## src/rtl/ahblite_slave_mux_if.sv

```systemverilog
// rtl/ahblite_slave_mux_if.sv - AHB-Lite response-side bus bundle between decoder/slaves, mux and master
interface ahblite_slave_mux_if #(
  parameter int NSLV = 8
);
  logic [NSLV-1:0]      HSEL_A;
  logic [1:0]           HTRANS;
  logic [NSLV-1:0]      HREADYOUT_S;
  logic [NSLV-1:0]      HRESP_S;
  logic [32*NSLV-1:0]   HRDATA_S;
  logic                 HREADY;
  logic                 HRESP;
  logic [31:0]          HRDATA;
  logic                 TIMEOUT_FLAG;

  modport slave (
    input  HSEL_A, HTRANS, HREADYOUT_S, HRESP_S, HRDATA_S,
    output HREADY, HRESP, HRDATA, TIMEOUT_FLAG
  );

  modport master (
    output HSEL_A, HTRANS, HREADYOUT_S, HRESP_S, HRDATA_S,
    input  HREADY, HRESP, HRDATA, TIMEOUT_FLAG
  );
endinterface

```

## src/rtl/ahblite_slave_mux.sv

```systemverilog
// rtl/ahblite_slave_mux.sv - AHB-Lite slave response mux with built-in default ERROR slave
// Optional macro AHB_MUX_TIMEOUT_EN adds a wait-state watchdog and sticky TIMEOUT_FLAG.
module ahblite_slave_mux #(
  parameter int          NSLV           = 8,
  parameter logic [31:0] DEF_RDATA      = 32'h0000_0000,
  parameter int          TIMEOUT_CYCLES = 1024
) (
  input logic                HCLK,
  input logic                HRESET,
  ahblite_slave_mux_if.slave bus
);
  typedef enum logic [1:0] {
    IDLE = 2'd0,
    ERR1 = 2'd1,
    ERR2 = 2'd2
  } dstate_t;

  logic [NSLV-1:0] sel_q;
  dstate_t         dstate;
  logic            sel_ready;
  logic            sel_resp;
  logic [31:0]     sel_rdata;
  logic            ready;
  logic            resp;
  logic [31:0]     rdata;
  logic            active;
  logic            force_err;

  assign active = (bus.HTRANS == 2'b10) || (bus.HTRANS == 2'b11);

  // Descending scan so the lowest set bit wins on an illegal multi-hot select.
  always_comb begin
    sel_ready = 1'b1;
    sel_resp  = 1'b0;
    sel_rdata = DEF_RDATA;
    for (int i = NSLV - 1; i >= 0; i--) begin
      if (sel_q[i]) begin
        sel_ready = bus.HREADYOUT_S[i];
        sel_resp  = bus.HRESP_S[i];
        sel_rdata = bus.HRDATA_S[32*i +: 32];
      end
    end
  end

  always_comb begin
    ready = sel_ready;
    resp  = sel_resp;
    rdata = sel_rdata;
    case (dstate)
      ERR1: begin
        ready = 1'b0;
        resp  = 1'b1;
        rdata = DEF_RDATA;
      end
      ERR2: begin
        ready = 1'b1;
        resp  = 1'b1;
        rdata = DEF_RDATA;
      end
      default: ;
    endcase
  end

`ifdef AHB_MUX_TIMEOUT_EN
  logic [15:0] wait_cnt;
  logic        timeout_flag;
  logic        stalled;

  assign stalled   = (dstate == IDLE) && (sel_q != '0) && !sel_ready;
  assign force_err = stalled && (wait_cnt == 16'(TIMEOUT_CYCLES - 1));

  always_ff @(posedge HCLK) begin
    if (HRESET) begin
      wait_cnt     <= 16'd0;
      timeout_flag <= 1'b0;
    end else if (ready) begin
      wait_cnt <= 16'd0;
    end else if (force_err) begin
      wait_cnt     <= 16'd0;
      timeout_flag <= 1'b1;
    end else if (stalled) begin
      wait_cnt <= wait_cnt + 16'd1;
    end
  end

  assign bus.TIMEOUT_FLAG = timeout_flag;
`else
  assign force_err        = 1'b0;
  assign bus.TIMEOUT_FLAG = 1'b0;
`endif

  // A forced timeout leaves sel_q stale; ERR1/ERR2 outrank it and ERR2 reloads it.
  always_ff @(posedge HCLK) begin
    if (HRESET) begin
      sel_q  <= '0;
      dstate <= IDLE;
    end else begin
      case (dstate)
        ERR1: dstate <= ERR2;
        default: begin
          if (force_err) begin
            dstate <= ERR1;
          end else if (ready) begin
            sel_q  <= bus.HSEL_A;
            dstate <= ((bus.HSEL_A == '0) && active) ? ERR1 : IDLE;
          end
        end
      endcase
    end
  end

  assign bus.HREADY = ready;
  assign bus.HRESP  = resp;
  assign bus.HRDATA = rdata;
endmodule
```

## src/flat_wrapper.sv

```systemverilog
// flat-port wrapper written by rule: the top's interface ports become plain ports
module ahblite_slave_mux_flat 
#(
  parameter int          NSLV           = 8,
  parameter logic [31:0] DEF_RDATA      = 32'h0000_0000,
  parameter int          TIMEOUT_CYCLES = 1024
)
  (HCLK, HRESET, bus_HSEL_A, bus_HTRANS, bus_HREADYOUT_S, bus_HRESP_S, bus_HRDATA_S, bus_HREADY, bus_HRESP, bus_HRDATA, bus_TIMEOUT_FLAG);
  ahblite_slave_mux_if #(.NSLV(NSLV)) bus_i ();
  input logic HCLK;
  input logic HRESET;
  input wire logic [$bits(bus_i.HSEL_A)-1:0] bus_HSEL_A;
  input wire logic [$bits(bus_i.HTRANS)-1:0] bus_HTRANS;
  input wire logic [$bits(bus_i.HREADYOUT_S)-1:0] bus_HREADYOUT_S;
  input wire logic [$bits(bus_i.HRESP_S)-1:0] bus_HRESP_S;
  input wire logic [$bits(bus_i.HRDATA_S)-1:0] bus_HRDATA_S;
  output wire logic [$bits(bus_i.HREADY)-1:0] bus_HREADY;
  output wire logic [$bits(bus_i.HRESP)-1:0] bus_HRESP;
  output wire logic [$bits(bus_i.HRDATA)-1:0] bus_HRDATA;
  output wire logic [$bits(bus_i.TIMEOUT_FLAG)-1:0] bus_TIMEOUT_FLAG;
  assign bus_i.HSEL_A = bus_HSEL_A;
  assign bus_i.HTRANS = bus_HTRANS;
  assign bus_i.HREADYOUT_S = bus_HREADYOUT_S;
  assign bus_i.HRESP_S = bus_HRESP_S;
  assign bus_i.HRDATA_S = bus_HRDATA_S;
  assign bus_HREADY = bus_i.HREADY;
  assign bus_HRESP = bus_i.HRESP;
  assign bus_HRDATA = bus_i.HRDATA;
  assign bus_TIMEOUT_FLAG = bus_i.TIMEOUT_FLAG;
  ahblite_slave_mux #(.NSLV(NSLV), .DEF_RDATA(DEF_RDATA), .TIMEOUT_CYCLES(TIMEOUT_CYCLES)) u_core (.HCLK(HCLK), .HRESET(HRESET), .bus(bus_i));
endmodule
```

## config.mk

```make
export PLATFORM = sky130hd
export DESIGN_NAME = ahblite_slave_mux_flat
export DESIGN_NICKNAME = d
export VERILOG_FILES = /design/src/rtl/ahblite_slave_mux_if.sv /design/src/rtl/ahblite_slave_mux.sv /design/src/flat_wrapper.sv
export SDC_FILE = /design/constraint.sdc
export NUM_CORES = 1
export LEC_CHECK = 0
export BUFFER_PORTS_ARGS = -buffer_cell sky130_fd_sc_hd__clkbuf_2
export CORE_AREA = 4 4 120 122
export CTS_BUF_LIST = sky130_fd_sc_hd__clkbuf_8
export CTS_CLUSTER_DIAMETER = 100
export DETAILED_ROUTE_END_ITERATION = 10
export DIE_AREA = 0 0 124 126
export PLACE_DENSITY = 0.6
export SLEW_MARGIN = 15
export SYNTH_ARGS = -nofsm -noshare
export SYNTH_HDL_FRONTEND = slang
export SYNTH_SLANG_ARGS = --single-unit
```

## constraint.sdc

```tcl
create_clock -name HCLK -period 5.33 [get_ports HCLK]
set_clock_uncertainty 0.1 [all_clocks]
set_input_delay 0.533 -clock HCLK [delete_from_list [all_inputs] [get_ports HCLK]]
set_output_delay 0.533 -clock HCLK [all_outputs]
set_load 0.01 [all_outputs]
```

* After elaboration in Yosys (flattened, before gate mapping)
Cells that the tools add are included.
** Cells by class
- Mux-type cells :: 30
- Bitwise gates (word level) :: 1
- Reduce and logical (&&, ||, !) cells :: 7
- Equal/unequal tests :: 4
** Operators with widths (count)
- $mux 32 :: 9
- $mux 1 :: 18
- $logic_not 8->1 :: 1
- $eq 2x2->1 const B :: 3
- $mux 2 :: 2
- $reduce_or 2->1 :: 2
- $eq 2x1->1 const B :: 1
- $pmux 1 s2 :: 1
- $reduce_and 2->1 :: 1
- $reduce_bool 2->1 :: 1
- $logic_and 1x1->1 :: 1
- $logic_or 1x1->1 :: 1
- $not 1->1 :: 1
** Storage, ports and cells
- Register bits after elaboration :: 10
- Output and inout port bits :: 35
- Word-level logic and storage cells :: 45
- Input port bits :: 284

* Logic depth before layout (Yosys ltp)
Gate-level depths: netlist (run 1).
- Word-level depth :: 11
- Gate-level depth with buffers :: 8
- Depth with buffers taken out :: 7

* Worst setup path after synthesis (run 1)
OpenSTA, ideal clock, no wires.
- Kind :: reg-to-output
- Start point :: register u_core.dstate[0]
- End point :: output bus_HRDATA[0]
- Path buffers :: 2
- Setup slack :: 3.110 ns
- Data required time :: 4.697 ns
- Data arrival time :: 1.587 ns
- Stages on the path, launching flop included :: 8
- Path through :: dfxtp_1 -> inv_1 -> ha_1 -> buf_2 -> nand2b_1 -> nor2_1 -> clkbuf_1 -> a32o_1
** Between the ends
- Word-level cells in the longest chain between the ends :: 3
- Elaborated cells between the ends (all ways) :: 4
- Classes of those cells :: 2 x eq/ne; 1 x mux; 1 x reduce/logical
** RTL lines
- from (decl) :: line ahblite_slave_mux.sv:19 : dstate_t dstate;
- from (signal assigned) :: line ahblite_slave_mux.sv:105 : dstate <= ((bus.HSEL_A == '0) && active) ? ERR1 : IDLE;
- $eq 2x2->1 / $eq 2x1->1 (equally long branches) :: line ahblite_slave_mux.sv:49 : case (dstate)
- $reduce_or 2->1 (no source line) *
- $mux 32 * :: line ahblite_slave_mux.sv:49
- to (decl) :: line flat_wrapper.sv:19 : output wire logic [$bits(bus_i.HRDATA)-1:0] bus_HRDATA;
Mark *: on every way between the ends. The rest lies on a longest branch, timed or not.

* Worst setup path after layout (run 1)
- Start point :: register u_core.dstate[0]
- End point :: output bus_HRDATA[15]
Same word-level chain as after synthesis.

==> results.sh, run 1 <==
export IMPL_p_comb_frac=0.853
export IMPL_synth_top_area_cell="a22oi_1"
export IMPL_groute_usage_overall=0.184
export IMPL_post_cts_buffers=0
export IMPL_synth_top_cell_area_share=0.157
export IMPL_power_switching_uw=996
export IMPL_fin_area_um2=4800
export IMPL_report_final_slew_viol_count=0
export IMPL_antenna_cells=0
export IMPL_grt_pass1_wl_um=23300
export IMPL_cp_cell_sequence="inv_1 > ha_1 > nand2b_1 > nor2_2 > buf_4 > a32o_1 > clkbuf_2"
export IMPL_die_x_um=124
export IMPL_max_freq_ghz=0.323
export IMPL_drive_gt1_frac=0.446
export IMPL_dieArea_um2=15600
export IMPL_drt_initial_drc_count=327
export IMPL_rows=42
export IMPL_portBuffers=316
export IMPL_clock_sinks=10
export IMPL_hold_viol_final=0
export IMPL_cts_buffers=3
export IMPL_gp_congestion=0.864
export IMPL_peakVddDrop_mv=0.265
export IMPL_worstSkewPairLatency_ns=0.24
export IMPL_first_global_vias=4569
export IMPL_vias_per_cell=5.14
export IMPL_netlist_top_cells_area="a22oi_1 16%, o21ai_0 10%, a221o_1 10%, a32o_1 10%, nand2b_1 10%"
export IMPL_gr_total_overflow=0
export IMPL_cap_viol_max_count=0
export IMPL_grt_max_degree=70
export IMPL_cts_tree="built"
export IMPL_synthTopCellsByCount="68 x nand2_1, 65 x a22oi_1, 65 x o21ai_0"
export IMPL_clk_path_buf_depth=2
export IMPL_synth_most_common_cell="nand2_1"
export IMPL_synthFlopType="dfxtp_1"
export IMPL_max_stage_delay_ns=0.65
export IMPL_synth_cell_types=34
export IMPL_coreArea_um2=13200
export IMPL_tns_ns=0
export IMPL_finalWirelength_um=16100
export IMPL_avgSynthCellArea_um2=6.32
export IMPL_cp_data_required_time_ns=4.70
export IMPL_fin_crit_sh=0.581
export IMPL_nNetsFinal=1047
export IMPL_synthesis_area_um2=3100
export IMPL_power_density_nw_per_um2=390
export IMPL_clkPwrFrac=0.052
export IMPL_initial_core_util=0.235
export IMPL_synthArstFlopShare=0
export IMPL_hp_class="register to register"
export IMPL_crit_path_max_fanout=17
export IMPL_internal_power_uw=875
export IMPL_dp_hpwl_um=12200
export IMPL_p_total_uw=1870
export IMPL_drc=0
export IMPL_clkTransAtPathRegs_ns=0.05
export IMPL_clock_root_buffer="clkbuf_8"
export IMPL_leakagePower_uw=0.00237
export IMPL_die_h_um=126
export IMPL_worst_pin_slew_ns=1.05
export IMPL_startpoint_type="register"
export IMPL_syn_nets=777
export IMPL_wl_per_cell_um=17.2
export IMPL_cts_resized=0
export IMPL_period_minus_slack_ns=3.10
export IMPL_yosysSeqAreaShare=0.0645
export IMPL_dr_pass1_iters=5
export IMPL_critPathArrivalTime_ns=2.47
export IMPL_slew_headroom=0.296
export IMPL_crit_path_end_kind="primary output"
export IMPL_swShare=0.532
export IMPL_rsz0062_at_grt="no"
export IMPL_critPathKind="register to primary output"
export IMPL_ios=319
export IMPL_place_area_um2=4740
export IMPL_htreeDepth=1
export IMPL_syn_inst=491
export IMPL_post_route_util=0.364
export IMPL_setup_violations=0
export IMPL_synth_edf_count=0
export IMPL_antenna_found_initial=1
export IMPL_dp_cells=932
export IMPL_stdcell_count=936
export IMPL_cts_hold_buf=0
export IMPL_detail_route_antenna_nets=0
export IMPL_synth_seq_cells=10
export IMPL_flow_area_growth_from_synthesis_pct=54.7
export IMPL_p_seq_frac=0.095
export IMPL_vias=4808
export IMPL_ys_warnings_count=0
export IMPL_crit_slowest_cell="nor2_2"
export IMPL_status="finished, final reports clean"
## sequential cells by signal, indices dropped and copies added, names as in the netlist
| register | cells |
|---|---|
| u_core.dstate | 2 |
| u_core.sel_q | 8 |
## metrics by stage
step,hold slack (ns),setup WS [ns]
floorplan,0.344,3.11
global placement,0.366,2.51
detailed placement,0.374,2.49
CTS,0.383,2.22
global route,0.411,2.11
finish,0.383,2.23
## layout make-up
cell class / count / area, um2
Clock buffer: 4 / 55.1
Fill cell: 1437 / 8390
Inverter: 37 / 139
Sequential cell: 10 / 206
Tap cell: 176 / 220
Timing Repair Buffer: 324 / 1640
Multi-Input combinational cell: 385 / 2540
## final timing paths
check                         from               to  slack, ns  depth (start not counted)
hold reg to reg    u_core.sel_q[7]  u_core.sel_q[7]       0.38                          2
setup / recovery  u_core.dstate[0]   bus_HRDATA[15]       2.23                          7
hold / removal     u_core.sel_q[7]  u_core.sel_q[7]       0.38                          2
setup reg to reg  u_core.dstate[0]  u_core.sel_q[3]       2.73                          7
## cells by family after synthesis
logic type / share of synthesized area
AO/OA/AOI/OAI: 0.564
AND/OR/NAND/NOR: 0.210
buffers and inverters: 0.123
flip-flops: 0.0645
multiplexers: 0.0290
adder cells (fa/ha/maj): 0.00807
other: 0.00121
## worst max-delay path: cells and delay by family, from the launching register on
kind                       cells  cell delay (ns)
and+or+nand+nor                2             0.74
buffers and inverters          3             0.60
DFF                            1             0.33
adders and majority gates      1             0.29
AOI/OAI and AO/OA              1             0.25
## power by group through the flow
stage	registers [uW]	clock network, uW	logic, uW
after global routing	187	102	1740
after detailed placement	178	0	1590
after floorplan	108	0	1110
final	178	96.7	1600
after global placement	178	0	1590
after CTS	177	97.7	1600
## metal layers
| layer | vias up | share of wire | GRT usage |
|---|---|---|---|
| met5 | - | 0.00050 | 0 |
| met1 | 2192 | 0.41 | 0.222 |
| li1 | 2385 | - | - |
| met4 | 2 | 0.0085 | 0.0232 |
| met3 | 13 | 0.087 | 0.0341 |
| met2 | 216 | 0.50 | 0.343 |
## cell usage in the layout (no fill, tap or decap), types with 2 or more instances in the layout
cell type / synthesis / layout
clkbuf_2: 0 / 316
nand2_1: 68 / 68
o21ai_0: 65 / 65
a22oi_1: 65 / 65
nand2b_1: 50 / 50
inv_1: 37 / 37
a21oi_1: 36 / 36
a221o_1: 32 / 32
a32o_1: 32 / 32
mux2i_1: 9 / 9
buf_4: 2 / 8
dfxtp_1: 10 / 5
dfxtp_2: 0 / 5
clkbuf_8: 0 / 4
nor2b_1: 5 / 3
a31oi_1: 3 / 3
nor2b_4: 0 / 2
nor2_1: 3 / 2
ha_1: 2 / 2
Note: power is estimated with default switching activity, not from simulation.
==> run 2, diff against run 1 <==
- CORE_AREA: 4 4 120 122 -> 4 4 123 125
- DIE_AREA: 0 0 124 126 -> 0 0 127 129
- clock period: 5.33 -> 2.7 ns (I/O delays scaled with it)
==> run 2 against run 1 <==
Against the previous run: core utilization is 0.79 points lower; design area grew 2.9%; register-to-register slack got worse by 2.3 ns; sequential cell count is the same; critical path type unchanged; first-iteration DRC count is 15% higher; largest power group unchanged.
==> results.sh, run 2 (same netlist as run 1, synthesis figures left out) <==
export IMPL_max_stage_delay_ns=0.52
export IMPL_die_h_um=129
export IMPL_crit_path_max_fanout=18
export IMPL_largest_reg_flops=8
export IMPL_internal_power_uw=1830
export IMPL_drc=0
export IMPL_groute_usage_overall=0.180
export IMPL_rsz0062_at_grt="no"
export IMPL_p_seq_frac=0.088
export IMPL_final_cell_mix="316 x clkbuf_2, 68 x nand2_1, 65 x o21ai_0, 65 x a22oi_1, 50 x nand2b_1"
export IMPL_ios=319
export IMPL_grt_pass1_wl_um=24000
export IMPL_wl_per_cell_um=17.1
export IMPL_clkTransAtPathRegs_ns=0.05
export IMPL_slew_headroom=0.564
export IMPL_hold_viol_final=0
export IMPL_leakagePower_uw=0.00244
export IMPL_power_switching_uw=2000
export IMPL_cp_data_required_time_ns=2.33
export IMPL_antenna_cells=0
export IMPL_clk_path_buf_depth=2
export IMPL_post_cts_buffers=0
export IMPL_p_comb_frac=0.864
export IMPL_antenna_found_initial=0
export IMPL_worst_pin_slew_ns=0.654
export IMPL_p_total_uw=3820
export IMPL_peakVddDrop_mv=0.399
export IMPL_cts_buffers=3
export IMPL_top_regs="u_core.sel_q: 8 flops, u_core.dstate: 2 flops"
export IMPL_hold_start="bus_HSEL_A[6]"
export IMPL_htreeDepth=1
export IMPL_finalWirelength_um=16300
export IMPL_vias_per_cell=5.14
export IMPL_dp_hpwl_um=13000
export IMPL_dr_pass1_iters=7
export IMPL_drt_initial_drc_count=377
export IMPL_drive_gt1_frac=0.456
export IMPL_critPathArrivalTime_ns=2.12
export IMPL_swShare=0.522
export IMPL_grt_max_degree=41
export IMPL_cts_tree="built"
export IMPL_hp_class="input pin to register"
export IMPL_cp_cell_sequence="nor2b_4 > buf_4 > a221o_1 > a22oi_1 > o21ai_0 > a32o_1 > clkbuf_2"
export IMPL_crit_path_end_kind="primary output"
export IMPL_clock_root_buffer="clkbuf_8"
export IMPL_rows=43
export IMPL_die_x_um=127
export IMPL_top_register="u_core.sel_q"
export IMPL_first_global_vias=4667
export IMPL_cp_startpoint="u_core.sel_q[6]"
export IMPL_dieArea_um2=16400
export IMPL_clock_sinks=10
export IMPL_report_final_slew_viol_count=0
export IMPL_clkPwrFrac=0.048
export IMPL_detail_route_antenna_nets=0
export IMPL_setup_violations=0
export IMPL_power_density_nw_per_um2=774
export IMPL_critPathKind="register to primary output"
export IMPL_nNetsFinal=1059
export IMPL_max_freq_ghz=0.401
export IMPL_portBuffers=316
export IMPL_cts_hold_buf=0
export IMPL_cap_viol_max_count=0
export IMPL_final_common_cell="clkbuf_2"
export IMPL_gp_congestion=0.912
export IMPL_flow_area_growth_from_synthesis_pct=59.3
export IMPL_initial_core_util=0.223
export IMPL_startpoint_type="register"
export IMPL_timing_rr_start="u_core.sel_q[6]"
export IMPL_coreArea_um2=13900
export IMPL_tns_ns=0
export IMPL_vias=4894
export IMPL_period_minus_slack_ns=2.49
export IMPL_gr_total_overflow=0
export IMPL_status="finished, final reports clean"
export IMPL_fin_crit_sh=0.923
export IMPL_crit_slowest_cell="dfxtp_4"
export IMPL_worstSkewPairLatency_ns=0.23
==> run 2: cell types whose count changed in the layout (fill, tap and decap cells not counted) <==
cell	delta
buf_4	+9
buf_12	+3
dfxtp_4	+1
nor2_2	-1
dfxtp_1	-1
nor2_4	+1
==> run 2: stage by stage <==
step / setup WS (ns) / util / cells / hold slack (ns) / instance area (um2)
floorplan: 0.720 / - / 491 / 0.325 / 3100
global placement: 0.289 / 0.352 / 948 / 0.367 / 4880
detailed placement: 0.324 / 0.352 / 948 / 0.380 / 4880
CTS: 0.0729 / 0.356 / 952 / 0.183 / 4940
global route: 0.0531 / 0.356 / 952 / 0.187 / 4940
finish: 0.208 / 0.356 / 952 / 0.185 / 4940
==> run 2: cell type report <==
cell class | count | area, um2
multi-input combinational | 385 | 2540
fill | 1549 | 8940
clock buffer | 4 | 55.1
timing repair buffer | 336 | 1770
tap | 180 | 225
sequential | 10 | 210
inverter | 37 | 139
==> run 2: final timing paths <==
path,endpoint,slack [ns],cells after the start
hold reg to reg,u_core.sel_q[7],0.38,2
hold / removal,u_core.sel_q[6],0.19,3
setup reg to reg,u_core.sel_q[4],0.46,6
setup / recovery,bus_HRDATA[31],0.21,7
==> run 2: layer usage <==
| layer | track usage | wire length [um] | vias to the layer above |
|---|---|---|---|
| met5 | 0 | 0 | - |
| met4 | 0.0372 | 254 | 0 |
| met3 | 0.0278 | 1450 | 22 |
| met2 | 0.313 | 7920 | 254 |
| met1 | 0.237 | 6640 | 2210 |
| li1 | - | - | 2408 |
==> run 2: worst max-delay path: cells and delay by family, from the launching register on <==
kind	cells	cell delay, ns
compound gates	4	0.94
buf+inv	2	0.36
flops	1	0.52
simple gates	1	0.07
==> run 2: what timing repair did <==
action,in CTS,in global routing
setup endpoints to repair,0,4
resized for setup,0,1
endpoints found under the hold margin,0,0
==> run 2: power groups by stage <==
stage	combinational [uW]	sequential, uW	clock (uW)
6_report	3310	335	184
5_1_grt	3630	347	198
4_1_cts	3310	331	188
3_5_place_dp	3300	334	0
3_3_place_gp	3290	334	0
2_1_floorplan	2200	212	0
==> run 3, diff against run 2 <==
- ABC_AREA: not set -> 1
- CORE_AREA: 4 4 123 125 -> 4 4 120 122
- DIE_AREA: 0 0 127 129 -> 0 0 124 126
- PLACE_DENSITY: 0.6 -> 0.59
==> run 3 against run 2 <==
Against the previous run: core utilization fell by 0.47 points; synthesized cell count rose by 12%; sequential power fell by 9.0%; critical path depth rose by 6; global-route usage rose by 1.9 points; register-to-register slack improved by 0.28 ns; critical path type unchanged.
==> results.sh, run 3 <==
export IMPL_synthArstFlopShare=0
export IMPL_htreeDepth=1
export IMPL_startpoint_type="register"
export IMPL_grt_pass1_wl_um=23900
export IMPL_top_register="u_core.sel_q"
export IMPL_portBuffers=316
export IMPL_period_minus_slack_ns=2.55
export IMPL_final_common_cell="clkbuf_2"
export IMPL_cts_buffers=3
export IMPL_synth_most_common_cell="nand2_1"
export IMPL_leakagePower_uw=0.00246
export IMPL_syn_inst=549
export IMPL_cts_hold_buf=0
export IMPL_initial_core_util=0.212
export IMPL_coreArea_um2=13200
export IMPL_rsz0062_at_grt="no"
export IMPL_avgSynthCellArea_um2=5.08
export IMPL_drive_gt1_frac=0.418
export IMPL_synth_edf_count=0
export IMPL_synth_top_cell_area_share=0.196
export IMPL_status="finished, final reports clean"
export IMPL_slew_headroom=0.587
export IMPL_drc=0
export IMPL_dp_hpwl_um=14100
export IMPL_antenna_cells=0
export IMPL_die_h_um=126
export IMPL_netlist_top_cells_area="a21oi_1 20%, o21ai_0 17%, nand2_1 16%, o211ai_1 9.1%, nand3_1 7.5%"
export IMPL_final_cell_mix="316 x clkbuf_2, 118 x nand2_1, 109 x a21oi_1"
export IMPL_clk_path_buf_depth=2
export IMPL_dr_pass1_iters=5
export IMPL_die_x_um=124
export IMPL_rows=42
export IMPL_synth_top_family_by_area="compound AO/OA/AOI/OAI gates"
export IMPL_setup_violations=0
export IMPL_antenna_found_initial=0
export IMPL_detail_route_antenna_nets=0
export IMPL_worst_pin_slew_ns=0.619
export IMPL_synthMuxAreaShare=0
export IMPL_syn_nets=835
export IMPL_clock_sinks=10
export IMPL_report_final_slew_viol_count=0
export IMPL_synthTopCellsByCount="118 x nand2_1, 109 x a21oi_1, 97 x o21ai_0"
export IMPL_max_freq_ghz=0.393
export IMPL_drt_initial_drc_count=379
export IMPL_finalWirelength_um=17400
export IMPL_hp_class="input pin to register"
export IMPL_stdcell_count=1007
export IMPL_vias_per_cell=4.82
export IMPL_peakVddDrop_mv=0.544
export IMPL_wl_per_cell_um=17.3
export IMPL_crit_path_max_fanout=13
export IMPL_synthAdderAreaFrac=0.00897
export IMPL_dp_cells=999
export IMPL_tns_ns=0
export IMPL_gr_total_overflow=0
export IMPL_synth_top_area_cell="a21oi_1"
export IMPL_synth_cell_types=26
export IMPL_fin_crit_sh=0.943
export IMPL_ios=319
export IMPL_largest_reg_flops=8
export IMPL_synthFlopType="dfxtp_1"
export IMPL_power_density_nw_per_um2=1030
export IMPL_synth_compound_area_frac=0.535
export IMPL_gp_congestion=0.891
export IMPL_synthXorXnorAreaFrac=0
export IMPL_groute_usage_overall=0.199
export IMPL_critPathKind="register to primary output"
export IMPL_synthSimpleGateAreaFrac=0.270
export IMPL_synthesis_area_um2=2790
export IMPL_top_regs="u_core.sel_q: 8 flops, u_core.dstate: 2 flops"
export IMPL_clock_root_buffer="clkbuf_8"
export IMPL_crit_path_end_kind="primary output"
export IMPL_ys_warnings_count=0
export IMPL_grt_max_degree=53
export IMPL_flow_area_growth_from_synthesis_pct=66.0
export IMPL_dieArea_um2=15600
export IMPL_first_global_vias=4393
export IMPL_synth_seq_cells=10
export IMPL_post_route_util=0.351
export IMPL_worstSkewPairLatency_ns=0.23
export IMPL_vias=4856
export IMPL_clkTransAtPathRegs_ns=0.05
export IMPL_cp_data_required_time_ns=2.33
export IMPL_critPathArrivalTime_ns=2.18
export IMPL_nNetsFinal=1119
export IMPL_yosysSeqAreaShare=0.0717
export IMPL_cap_viol_max_count=0
export IMPL_cts_tree="built"
export IMPL_hold_viol_final=0
run 3: changes by cell type after synthesis, moves of 20 or more:
cell      change
nand2b_1     -50
nand3_1      +41
a221o_1      -32
o211ai_1     +34
inv_1        -20
a32o_1       -32
o21ai_0      +32
a21oi_1      +73
a22oi_1      -64
o21ai_1      +36
nand2_1      +50
run 3: timing repair:
| item | CTS | global route |
|---|---|---|
| cloned | 0 | 1 |
| pin swaps | 0 | 2 |
| endpoints found under the setup margin | 2 | 25 |
| resized for setup | 2 | 5 |
| buffers inserted | 0 | 4 |
| endpoints found under the hold margin | 0 | 0 |
run 3: critical path: stages, from the launching register on:
cell	delay [ns]
dfxtp_2	0.35
inv_1	0.07
nor2_4	0.14
buf_4	0.15
clkbuf_16	0.17
nand2_1	0.05
nand3_1	0.05
o21ai_0	0.08
nand2_1	0.06
o21ai_1	0.08
o21ai_1	0.21
o211ai_1	0.18
a21oi_1	0.18
clkbuf_2	0.15
run 3: path summary, 6_finish.rpt:
| path | startpoint | to | slack (ns) | depth (start not counted) |
|---|---|---|---|---|
| worst max-delay path | u_core.sel_q[7] | bus_HRDATA[13] | 0.15 | 13 |
| worst min-delay path | HRESET | u_core.dstate[0] | 0.21 | 4 |
| worst min register to register | u_core.sel_q[7] | u_core.sel_q[7] | 0.41 | 2 |
| worst max register to register | u_core.sel_q[6] | u_core.sel_q[3] | 0.74 | 14 |
run 3: cells by family after synthesis:
kind of cell             after synthesis
other                                  1
buffers and inverters                 77
AO/OA/AOI/OAI                        279
adder cells (fa/ha/maj)                2
flip-flops                            10
AND/OR/NAND/NOR                      180
run 3: stage by stage:
step / power, uW / hold WS (ns) / setup WS [ns] / area (um2)
4_1_cts: 4710 / 0.210 / 0.0279 / 4560
3_3_place_gp: 4530 / 0.412 / 0.289 / 4520
2_1_floorplan: 2950 / 0.327 / 0.811 / 2790
6_report: 4770 / 0.212 / 0.154 / 4630
3_5_place_dp: 4550 / 0.434 / 0.245 / 4520
5_1_grt: 5280 / 0.240 / 0.00806 / 4630
run 3: final cells by class:
cell class                 count  area (um2)
fill                        1581        8560
multi-input combinational    462        2270
timing repair buffer         334        1810
tap                          176         220
sequential                    10         204
inverter                      22        85.1
clock buffer                   3        41.3
run 3: report_power, final:
part | internal, uW | switching [uW] | total (uW)
clock | 97.3 | 54.2 | 151
combinational | 1650 | 2660 | 4310
sequential | 206 | 99.3 | 305
total | 1960 | 2810 | 4770
run 3: layer usage:
layer  global-route usage  part of all wire  wire length (um)  vias to the layer above
met2                0.361              0.49              8510                      245
met3               0.0278             0.096              1670                       17
li1                     -                 -                 -                     2500
met5                    0                 0                 0                        -
met1                0.247              0.40              6980                     2094
met4               0.0393             0.014               250                        0
